<file path="src/rtl/pc_sequencer_if.sv">
// Fetch-stage bus between the instruction decoder (master) and the program-counter
// sequencer (slave).
interface pc_sequencer_if #(
    parameter int ADDR_W = 8
);
    logic              en;
    logic [2:0]        op;
    logic [ADDR_W-1:0] target;
    logic [ADDR_W-1:0] pc;
    logic              stack_empty;
    logic              stack_full;
    logic              ovf_err;
    logic              unf_err;

    modport master (
        output en, op, target,
        input  pc, stack_empty, stack_full, ovf_err, unf_err
    );

    modport slave (
        input  en, op, target,
        output pc, stack_empty, stack_full, ovf_err, unf_err
    );
endinterface

</file>
<file path="src/rtl/pc_sequencer.sv">
// Program-counter sequencer: increment, skip, jump, call and return, with a
// return-address LIFO and sticky overflow/underflow flags.
module pc_sequencer #(
    parameter int                ADDR_W      = 8,
    parameter int                STACK_DEPTH = 4,
    parameter logic [ADDR_W-1:0] RESET_VEC   = '0
) (
    input logic           clk,
    input logic           rst,
    pc_sequencer_if.slave bus
);
    localparam int SP_W  = $clog2(STACK_DEPTH + 1);
    localparam int IDX_W = (STACK_DEPTH > 1) ? $clog2(STACK_DEPTH) : 1;

    typedef enum logic [2:0] {
        OP_HOLD = 3'b000,
        OP_INC  = 3'b001,
        OP_SKIP = 3'b010,
        OP_JUMP = 3'b011,
        OP_CALL = 3'b100,
        OP_RET  = 3'b101
    } op_e;

    logic [ADDR_W-1:0] pc_q, pc_d;
    logic [SP_W-1:0]   sp_q, sp_d;
    logic              ovf_q, ovf_d;
    logic              unf_q, unf_d;
    logic              push;
    logic [ADDR_W-1:0] stack_q [STACK_DEPTH];

    logic [ADDR_W-1:0] pc_inc1, pc_inc2;
    logic [IDX_W-1:0]  push_idx, pop_idx;
    logic              empty, full;
    op_e               op;

    assign op       = op_e'(bus.op);
    assign pc_inc1  = pc_q + ADDR_W'(1);
    assign pc_inc2  = pc_q + ADDR_W'(2);
    assign empty    = (sp_q == '0);
    assign full     = (sp_q == SP_W'(STACK_DEPTH));
    assign push_idx = IDX_W'(sp_q);
    assign pop_idx  = IDX_W'(sp_q - SP_W'(1));

    always_comb begin
        // NOTE: every always_comb output gets a default first so no path leaves it unassigned (no latch).
        pc_d  = pc_q;
        sp_d  = sp_q;
        ovf_d = ovf_q;
        unf_d = unf_q;
        push  = 1'b0;
        if (bus.en) begin
            case (op)
                OP_INC:  pc_d = pc_inc1;
                OP_SKIP: pc_d = pc_inc2;
                OP_JUMP: pc_d = bus.target;
                OP_CALL: begin
                    // A call into a full stack is dropped and execution falls through.
                    if (full) begin
                        ovf_d = 1'b1;
                        pc_d  = pc_inc1;
                    end else begin
                        push = 1'b1;
                        sp_d = sp_q + SP_W'(1);
                        pc_d = bus.target;
                    end
                end
                OP_RET: begin
                    if (empty) begin
                        unf_d = 1'b1;
                        pc_d  = pc_inc1;
                    end else begin
                        sp_d = sp_q - SP_W'(1);
                        pc_d = stack_q[pop_idx];
                    end
                end
                default: ;
            endcase
        end
    end

    always_ff @(posedge clk) begin
        if (rst) begin
            pc_q  <= RESET_VEC;
            sp_q  <= '0;
            ovf_q <= 1'b0;
            unf_q <= 1'b0;
        end else begin
            pc_q  <= pc_d;
            sp_q  <= sp_d;
            ovf_q <= ovf_d;
            unf_q <= unf_d;
        end
    end

    // NOTE: stack entries are not reset; sp=0 makes stale contents unreachable.
    always_ff @(posedge clk) begin
        if (push) begin
            stack_q[push_idx] <= pc_inc1;
        end
    end

    assign bus.pc          = pc_q;
    assign bus.stack_empty = empty;
    assign bus.stack_full  = full;
    assign bus.ovf_err     = ovf_q;
    assign bus.unf_err     = unf_q;
endmodule

</file>
<file path="src/flat_wrapper.sv">
// flat-port wrapper written by rule: the top's interface ports become plain ports
module pc_sequencer_flat 
#(
    parameter int                ADDR_W      = 8,
    parameter int                STACK_DEPTH = 4,
    parameter logic [ADDR_W-1:0] RESET_VEC   = '0
)
  (clk, rst, bus_en, bus_op, bus_target, bus_pc, bus_stack_empty, bus_stack_full, bus_ovf_err, bus_unf_err);
  pc_sequencer_if #(.ADDR_W(ADDR_W)) bus_i ();
  input logic clk;
  input logic rst;
  input wire logic [$bits(bus_i.en)-1:0] bus_en;
  input wire logic [$bits(bus_i.op)-1:0] bus_op;
  input wire logic [$bits(bus_i.target)-1:0] bus_target;
  output wire logic [$bits(bus_i.pc)-1:0] bus_pc;
  output wire logic [$bits(bus_i.stack_empty)-1:0] bus_stack_empty;
  output wire logic [$bits(bus_i.stack_full)-1:0] bus_stack_full;
  output wire logic [$bits(bus_i.ovf_err)-1:0] bus_ovf_err;
  output wire logic [$bits(bus_i.unf_err)-1:0] bus_unf_err;
  assign bus_i.en = bus_en;
  assign bus_i.op = bus_op;
  assign bus_i.target = bus_target;
  assign bus_pc = bus_i.pc;
  assign bus_stack_empty = bus_i.stack_empty;
  assign bus_stack_full = bus_i.stack_full;
  assign bus_ovf_err = bus_i.ovf_err;
  assign bus_unf_err = bus_i.unf_err;
  pc_sequencer #(.ADDR_W(ADDR_W), .STACK_DEPTH(STACK_DEPTH), .RESET_VEC(RESET_VEC)) u_core (.clk(clk), .rst(rst), .bus(bus_i));
endmodule
</file>
<file path="config.mk">
export PLATFORM = sky130hd
export DESIGN_NAME = pc_sequencer_flat
export DESIGN_NICKNAME = d
export VERILOG_FILES = /design/src/rtl/pc_sequencer_if.sv /design/src/rtl/pc_sequencer.sv /design/src/flat_wrapper.sv
export SDC_FILE = /design/constraint.sdc
export NUM_CORES = 1
export LEC_CHECK = 0
export CAP_MARGIN = 5
export CELL_PAD_IN_SITES_DETAIL_PLACEMENT = 1
export CELL_PAD_IN_SITES_GLOBAL_PLACEMENT = 1
export CORE_AREA = 3 3 80 82
export DETAILED_ROUTE_END_ITERATION = 10
export DIE_AREA = 0 0 83 85
export PLACE_DENSITY_LB_ADDON = 0.2
export RECOVER_POWER = 50
export SYNTH_ARGS = -nofsm -noshare
export SYNTH_HDL_FRONTEND = slang
export SYNTH_SLANG_ARGS = --single-unit
export TNS_END_PERCENT = 100
</file>
<file path="constraint.sdc">
create_clock -name clk -period 2.8 [get_ports clk]
set_input_delay 0.56 -clock clk [delete_from_list [all_inputs] [get_ports clk]]
set_output_delay 0.56 -clock clk [all_outputs]
set_load 0.02 [all_outputs]
</file>
# After elaboration in Yosys (flattened, before gate mapping)
# Memories as Yosys holds them, arrays and structs flattened.
# Cells that the tools add are included.
# totals
output_inout_bits,12
ram_bits,32
mem_count,1
in_bits,14
register_bits,13
# memory_table
name,words,width,rd,rd_clocked_by_memory_dff,write_ports,line_no,text
u_core.stack_q,4,8,1,0,1,pc_sequencer.sv:29,logic [ADDR_W-1:0] stack_q [STACK_DEPTH];
# op_classes
n_eq_ne,8
n_addsub,4
n_mux,11
n_reduce_logical,7
# ops
operator,count
8-bit one-hot mux with 5 select lines,1
8-bit 2-to-1 mux,2
"3-bit == test, second input constant",3
"8-bit by 1-bit adder with 8-bit output, second input constant",1
"8-bit by 2-bit adder with 8-bit output, second input constant",1
"3-bit by 2-bit == test with 1-bit output, second input constant",2
3-bit 2-to-1 mux,2
3-bit one-hot mux with 2 select lines,1
3-bit AND reduction,2
1-bit 2-to-1 mux,5
5-bit nonzero test,1
"2-bit inequality test, second input constant",2
4-bit AND reduction,1
"3-bit by 1-bit adder with 3-bit output, second input constant",1
"3-bit by 1-bit == test with 1-bit output, second input constant",1
3-bit zero test,1
"3-bit by 1-bit subtractor with 3-bit output, second input constant",1
2-bit AND reduction,1
2-bit nonzero test,1

# Logic depth before layout (Yosys ltp)
# Gate-level depths: netlist of the first run.
# logic_depth
depth_word,6
mapped_depth,10
ltp_nobuf,8

# Least setup slack after synthesis of the first run
# Ideal clock, no wire load.
# synth_timing
kind,register -> register
start,register u_core.sp_q[0]
end,"memory u_core.stack_q[3][0], enable pin"
synth_period_minus_slack_ps,1955
stages_incl_launch_ff,9
t_required_ps,2468
path_buffers,2
setup_time_ps,332
slack_ps,845
arrival_ps,1624
path_cell_list,dfxtp_1 > buf_6 > inv_1 > ha_1 > clkbuf_2 > nand2_1 > inv_1 > nor2_1 > and2_1
# synth_between
elab_chain_cells,6
# synth_lines
element,line_no,text
from (decl),pc_sequencer.sv:25,"logic [SP_W-1:0] sp_q, sp_d;"
from (signal assigned),pc_sequencer.sv:89,sp_q <= sp_d;
3-bit == test,pc_sequencer.sv:40,assign full = (sp_q == SP_W'(STACK_DEPTH));
via bus_stack_full,flat_wrapper.sv:17,output wire logic [$bits(bus_i.stack_full)-1:0] bus_stack_full;
1-bit 2-to-1 mux,pc_sequencer.sv:58,if (full) begin
1-bit 2-to-1 mux,pc_sequencer.sv:52,case (op)
1-bit 2-to-1 mux,pc_sequencer.sv:51,if (bus.en) begin
1-bit 2-to-1 mux,pc_sequencer.sv:97,if (push) begin
1-bit 2-to-1 mux (not written as such),pc_sequencer.sv:98,stack_q[push_idx] <= pc_inc1;
to (decl),pc_sequencer.sv:29,
# The timed path passes the listed nets, and every way through them passes these cells.

# Worst setup path in the final report of the first run
# layout_timing
start,register u_core.sp_q[0]
end,output bus_stack_empty
# layout_between
elab_chain_cells,1
# layout_lines
element,line_no,text
3-bit zero test,pc_sequencer.sv:39,assign empty = (sp_q == '0);
to (decl),flat_wrapper.sv:16,output wire logic [$bits(bus_i.stack_empty)-1:0] bus_stack_empty;
# Every way passes these cells.

==> results of run 1 <==
power breakdown:
group / switching [mW] / total [mW] / leakage, nW / internal, mW
combinational: 0.140 / 0.247 / 0.577 / 0.107
clock: 0.241 / 0.508 / 0.0585 / 0.268
sequential: 0.0215 / 0.755 / 0.402 / 0.733
total: 0.402 / 1.51 / 1.04 / 1.11
repair_timing:
item,in CTS,in global routing
hold endpoints to repair,0,0
resized for setup,0,1
setup endpoints to repair,0,1
flip-flops by register name (all words and copies together) (netlist names):
| name | cells |
|---|---|
| u_core.bus.pc | 8 |
| u_core.bus.unf_err | 1 |
| u_core.stack_q | 32 |
| u_core.bus.ovf_err | 1 |
| u_core.sp_q | 3 |
worst min-delay path, delay by kind of cell, from the launching register on:
family	cells	cell delay [ns]
flops	1	0.33
simple gates	2	0.11
routing by layer:
metal  vias up  GRT usage  wire [um]
met4         0     0.0594        103
li1        872          -          -
met2        46      0.308       3060
met5         -          0          0
met1       956      0.256       3000
met3        13     0.0417        247
Yosys cell counts (2+ instances only):
cell type and n:
nor4_1 2, clkbuf_1 3, nand2b_1 5, nor3_1 4, nor2b_4 2, ha_1 8, a221oi_1 2, o21ai_0 3
a21boi_0 2, xnor2_1 9, o21a_1 2, a222oi_1 2, nor2_1 20, mux4_1 5, a41oi_1 2, a31oi_1 4
a211oi_1 2, dfxtp_1 13, o22ai_1 4, buf_6 5, and2_1 3, nand4_1 3, nand3b_1 3, buf_2 3
nand2_1 10, nand3_1 9, a21oi_1 10, inv_1 11, mux4_2 3, o21bai_1 2, nor2b_1 3, xor2_1 4
buf_4 2, clkbuf_2 2, edfxtp_1 32
final timing paths:
kind | from | depth (start not counted) | endpoint
setup reg to reg | u_core.sp_q[1] | 7 | u_core.bus.pc[6]
hold / removal | u_core.bus.ovf_err | 2 | u_core.bus.ovf_err
setup / recovery | u_core.sp_q[0] | 5 | bus_stack_empty
hold reg to reg | u_core.bus.ovf_err | 2 | u_core.bus.ovf_err
final cells by class:
type,count,share of cell area
inverters,11,0.0141
repair buffers,33,0.103
multi-input cells,149,0.397
flip-flops and latches,45,0.416
clock inverters,3,0.0149
clock buffers,5,0.0234
well taps,75,0.0320
cells by family after synthesis:
family | count (synthesis) | synth area share
AO/OA/AOI/OAI | 48 | 0.140
buffers and inverters | 26 | 0.0586
AND/OR/NAND/NOR | 71 | 0.153
multiplexers | 9 | 0.0828
adder cells (fa/ha/maj) | 8 | 0.0394
flip-flops | 45 | 0.481
XOR/XNOR | 13 | 0.0448
metrics by stage:
step / power [mW] / instances / util
detailed placement: 1.02 / 313 / 0.488
global route: 1.59 / 321 / 0.505
CTS: 1.53 / 321 / 0.507
floorplan: 0.926 / 220 / -
finish: 1.51 / 321 / 0.505
global placement: 1.02 / 313 / 0.488
==> metrics.md, run 1 <==
| Metric | Value |
|---|---|
| Cts-stage hold buffer count | `0` |
| Leakage | `around 1.0 nW` |
| # IOs | `26` |
| WP data arrival | `2.07 ns` |
| Global-route wire length before repair | `10,600 um` |
| Vias per cell | `5.88` |
| Dpl ws | `0.234 ns` |
| Async SR Flop Fraction | `0` |
| R2r setup slk | `0.82 ns` |
| Post-detail-place hpwl | `about 4800 um` |
| Initial core utilization | `0.437` |
| Die height | `85 um` |
| FMAX | `381 MHz` |
| Post-route minimum period | `2.63 ns` |
| Crit share post-route | `0.938` |
| Final hold slack | `0.469 ns` |
| Clock Path Buffers | `2` |
| CP Buf/Inv Count | `3` |
| Setup bufs post-CTS | `0` |
| Unrepaired setup endpoints after global routing | `no` |
| Pre-antenna DRT Iters | `4` |
| Yosys top cell by area | `edfxtp_1` |
| Worst skew pair latency | `between 0.3 and 0.4 ns` |
| Gr ovfl total | `0` |
| Cell family with most CP delay | `buffers and inverters` |
| Worst EP required | `approximately 2.2 ns` |
| Max Slew Vio Count | `0` |
| Synthesized area per cell | `11.5 sq um` |
| Die area | `approximately 7100 sq um` |
| Register area | `1220 sq um` |
| CTS sink cnt | `45` |
| CP max stage delay | `0.64 ns` |
| Max transition margin | `0.646` |
| Buffers on Ports | `25` |
| Fin area | `2940 sq um` |
| Post-Synthesis Cells | `between 200 and 250` |
| Distinct cells, synth | `56` |
| Final setup fails | `0` |
| Initial antenna violation count | `0` |
| WL per Instance | `20.0 um` |
| Worst path slowest cell | `clkdlybuf4s50_1` |
| H-tree depth | `2` |
| Seq/Total Area, Yosys | `0.481` |
| FF+latch count, synth | `45` |
| Multi-input gate area | `1160 sq um` |
| Status | `completed` |
| Share of post-route cells with drive strength above 1 | `0.114` |
| Hold Crit Class | `reg2reg` |
| Placer Congestion | `0.908` |
| Final Hold Vio Count | `0` |
| Final WS setup | `0.172 ns` |
| Diodes inserted | `0` |
| EDFF count, synth | `32` |
| Most common cell after layout, fill and taps aside | `edfxtp_1` |
| Top_reg_cell synth | `edfxtp_1` |
| Synthesized cell area | `2540 sq um` |
| Iteration-0 DRC Markers | `143` |
| Post-Route WL | `6410 um` |
| Synth warn | `0` |
| Vias in the first global route | `approximately 2,000` |
| MaxCap Viol Count | `0` |
| DR DRC count | `0` |
| VDD IR max | `0.292 mV` |
| Top cell by count, worst path | `inv_1` |
| Top-area cell type share of the netlist area | `0.378` |
| FILL cells | `630` |
| Area contributors post-synth | `edfxtp_1 (38%), dfxtp_1 (10%), mux4_1 (5.2%)` |
| NumNets Final | `around 270` |
| Clock Tree Root | `clkbuf_8` |
| Total CTS buffers | `5` |
| Die width | `83 um` |
| Layout area overhead | `15.6%` |
| Setup TNS | `0 ns` |
| Pwr per Cell Area | `514 nW/um^2` |
| CP Capture Type | `output port` |
| Routed Antenna Nets | `0` |
| Crit start category | `flip-flop` |
| CP Max Fanout | `8` |
| Most frequent cells in the layout | `edfxtp_1 (32), nor2_1 (20), clkdlybuf4s50_1 (19)` |
| Vias | `1,887` |
| Placeable Area | `5820 sq um` |
| Syn Nets | `about 240` |
| Total GRT Usage | `0.190` |
| Clk_skew | `0.0132 ns` |
| CTS tree | `done` |
| Standard-cell rows | `28` |
| Clock slew at reported path FFs | `0.09 ns` |
| Worst slew pin tran | `0.527 ns` |
| Placed cell area | `2840 sq um` |
| Crit Path Class | `reg2out` |
| Largest net degree at the start of global routing | `16` |
| Worst path cell trace | `inv_1 > ha_2 > nand2b_1 > inv_1 > clkdlybuf4s50_1` |
(Power assumes the default switching activity.)
==> run 2, diff against run 1 <==
--- a/config.mk
+++ b/config.mk
@@ -7,10 +7,10 @@
 export LEC_CHECK = 0
 export CAP_MARGIN = 5
 export CELL_PAD_IN_SITES_DETAIL_PLACEMENT = 1
-export CELL_PAD_IN_SITES_GLOBAL_PLACEMENT = 1
-export CORE_AREA = 3 3 80 82
+export CELL_PAD_IN_SITES_GLOBAL_PLACEMENT = 2
+export CORE_AREA = 3 3 86 88
 export DETAILED_ROUTE_END_ITERATION = 10
-export DIE_AREA = 0 0 83 85
+export DIE_AREA = 0 0 89 91
 export PLACE_DENSITY_LB_ADDON = 0.2
 export RECOVER_POWER = 50
 export SYNTH_ARGS = -nofsm -noshare
==> run 2 against run 1 <==
Sequential power about the same. Via count fell by 2.5%. Worst hold slack better by 0.0056 ns. Non-clock buffer count rose by 5. Sequential share of layout area is 0.68 points lower. Utilization down 6.1 points. Final cell count increased by 3.1%. Critical path depth grew 1. First-iteration DRC count down 53%.
==> metrics.md, run 2 (synthesis results as in run 1) <==
| Metric | Value |
|---|---|
| Clock slew at reported path FFs | `0.08 ns (was 0.09 ns)` |
| Pwr per Cell Area | `511 nW/um^2 (was 514 nW/um^2)` |
| Max Slew Vio Count | `0 (unchanged)` |
| Global-route wire length before repair | `10,600 um (about the same)` |
| # IOs | `26 (unchanged)` |
| Iteration-0 DRC Markers | `67 (was 143)` |
| Total CTS buffers | `5 (unchanged)` |
| Cts-stage hold buffer count | `0 (unchanged)` |
| Top Metal Used | `met4 (unchanged)` |
| Clock power frac | `0.337 (about the same)` |
| Vias in the first global route | `1,931 (was 1,958)` |
| Worst slew pin tran | `0.528 ns (was 0.527 ns)` |
| Crit start category | `flip-flop (unchanged)` |
| Placeable Area | `6720 sq um (was 5820 sq um)` |
| Hold Crit Class | `reg2reg (unchanged)` |
| R2r setup slk | `0.64 ns (was 0.82 ns)` |
| Status | `completed (unchanged)` |
| CTS tree | `done (unchanged)` |
| Max transition margin | `0.647 (was 0.646)` |
| CP Max Fanout | `7 (was 8)` |
| MaxCap Viol Count | `0 (unchanged)` |
| Final Hold Vio Count | `0 (unchanged)` |
| Gr ovfl total | `0 (unchanged)` |
| Vias per cell | `5.56 (was 5.88)` |
| Power Internal | `1.12 mW (was 1.11 mW)` |
| Die height | `91 um (was 85 um)` |
| H-tree depth | `2 (unchanged)` |
| Clk_skew | `0.0145 ns (was 0.0132 ns)` |
| Layout area overhead | `17.5% (was 15.6%)` |
| Die width | `89 um (was 83 um)` |
| Post_cts resized | `0 (unchanged)` |
| Crit Path Class | `reg2out (unchanged)` |
| Largest net degree at the start of global routing | `17 (was 16)` |
| Initial antenna violation count | `0 (unchanged)` |
| Setup bufs post-CTS | `0 (unchanged)` |
| Buffers on Ports | `25 (unchanged)` |
| Worst skew pair latency | `0.30 ns (was 0.31 ns)` |
| WP data arrival | `2.04 ns (was 2.07 ns)` |
| Layout Utilization | `0.444 (was 0.505)` |
| Most frequent cells in the layout | `edfxtp_1 (32), clkdlybuf4s50_1 (22), nor2_1 (20) (was edfxtp_1 (32), nor2_1 (20), clkdlybuf4s50_1 (19))` |
| NumNets Final | `272 (was 267)` |
| Logic pwr share | `0.168 (was 0.164)` |
| Flop pwr share | `0.495 (was 0.500)` |
| Standard-cell rows | `30 (was 28)` |
| Final setup fails | `0 (unchanged)` |
| Share of post-route cells with drive strength above 1 | `0.127 (was 0.114)` |
| VDD IR max | `0.326 mV (was 0.292 mV)` |
| Initial core utilization | `0.378 (was 0.437)` |
| FMAX | `384 MHz (was 381 MHz)` |
| CP Capture Type | `output port (unchanged)` |
| CTS sink cnt | `45 (unchanged)` |
| Post-Route WL | `6810 um (was 6410 um)` |
| Crit share post-route | `0.929 (was 0.938)` |
| Clock Tree Root | `clkbuf_8 (unchanged)` |
| FILL cells | `736 (was 630)` |
| Register area | `1220 sq um (unchanged)` |
| Switching part of the total | `0.267 (was 0.266)` |
| Met3 Routed Length | `309 um (was 247 um)` |
| Post-route minimum period | `2.60 ns (was 2.63 ns)` |
| Diodes inserted | `0 (unchanged)` |
| Clock Path Buffers | `2 (unchanged)` |
| Vias | `1,839 (was 1,887)` |
| Met1 wire length | `3160 um (was 3000 um)` |
| Largest Register | `u_core.stack_q (unchanged)` |
| Post-detail-place hpwl | `5100 um (was 4760 um)` |
| Most common cell after layout, fill and taps aside | `edfxtp_1 (unchanged)` |
| Leakage | `1.06 nW (was 1.04 nW)` |
| Worst EP required | `2.24 ns (about the same)` |
| Unrepaired setup endpoints after global routing | `no (unchanged)` |
| Die area | `8100 sq um (was 7060 sq um)` |
| WL per Instance | `20.6 um (was 20.0 um)` |
| Net Sw Power | `408 uW (was 402 uW)` |
| Setup TNS | `0 ns (unchanged)` |
| Met2 wire length | `3250 um (was 3060 um)` |
| Pre-antenna DRT Iters | `5 (was 4)` |
| Total GRT Usage | `0.177 (was 0.190)` |
| Multi-input gate area | `1170 sq um (was 1160 sq um)` |
| DR DRC count | `0 (unchanged)` |
| Placer Congestion | `0.814 (was 0.908)` |
| Max FFs per register | `32 (unchanged)` |
| Routed Antenna Nets | `0 (unchanged)` |
## run 2: changes by cell type in the layout (fill, tap and decap cells not counted)
cell,before,now
buf_4,6,10
nor2b_4,1,2
clkbuf_1,2,3
dlygate4sd3_1,6,3
clkinv_2,1,0
inv_6,1,2
clkdlybuf4s50_1,19,22
ha_2,1,0
nor2b_1,4,3
ha_1,7,8
## run 2: stage by stage
step	hold WS [ns]	std cells	area [sq um]	total power, mW	worst slack (ns)
5_1_grt	0.509	331	2990	1.60	0.101
2_1_floorplan	0.522	220	2540	0.926	0.845
4_1_cts	0.488	331	3000	1.54	0.189
3_5_place_dp	0.467	323	2880	1.03	0.242
6_report	0.474	331	2990	1.53	0.198
3_3_place_gp	0.451	323	2880	1.03	0.229
## run 2: path summary, 6_finish.rpt
check	from	to	depth (start not counted)
hold reg to reg	u_core.bus.ovf_err	u_core.bus.ovf_err	2
setup reg to reg	u_core.sp_q[1]	u_core.stack_q[2][6]	7
hold / removal	u_core.bus.ovf_err	u_core.bus.ovf_err	2
setup / recovery	u_core.sp_q[0]	bus_stack_full	6
## run 2: critical path, cell delays in order (launching register included)
cell and delay [ns]:
dfxtp_1 0.32, inv_1 0.13, ha_1 0.21, buf_4 0.16, nand2_1 0.17, inv_1 0.15
clkdlybuf4s50_1 0.61
## run 2: power by group through the flow
stage / logic [mW] / clock network (mW) / registers, mW
after detailed placement: 0.258 / 0 / 0.771
after floorplan: 0.153 / 0 / 0.773
after global placement: 0.257 / 0 / 0.770
after global routing: 0.277 / 0.563 / 0.758
final: 0.256 / 0.515 / 0.755
after CTS: 0.260 / 0.530 / 0.755
## run 2: metal layers
metal  global-route usage  up-vias
met5                    0        -
met4               0.0583        0
met3               0.0363        7
met2                0.275       45
met1                0.245      905
li1                     -      882
## run 2: layout make-up
type	count	share of cell area
sequential	45	0.409
multi-input combinational	149	0.392
timing repair buffer	38	0.113
tap	80	0.0335
clock buffer	5	0.0231
clock inverter	3	0.0159
inverter	11	0.0138
==> run 3, diff against run 2 <==
--- a/config.mk
+++ b/config.mk
@@ -9,6 +9,7 @@
 export CELL_PAD_IN_SITES_DETAIL_PLACEMENT = 1
 export CELL_PAD_IN_SITES_GLOBAL_PLACEMENT = 2
 export CORE_AREA = 3 3 86 88
+export CTS_CLUSTER_DIAMETER = 100
 export DETAILED_ROUTE_END_ITERATION = 10
 export DIE_AREA = 0 0 89 91
 export PLACE_DENSITY_LB_ADDON = 0.2
==> results of run 3 <==
No change in the layout: final DEF, timing and power equal those of run 2.
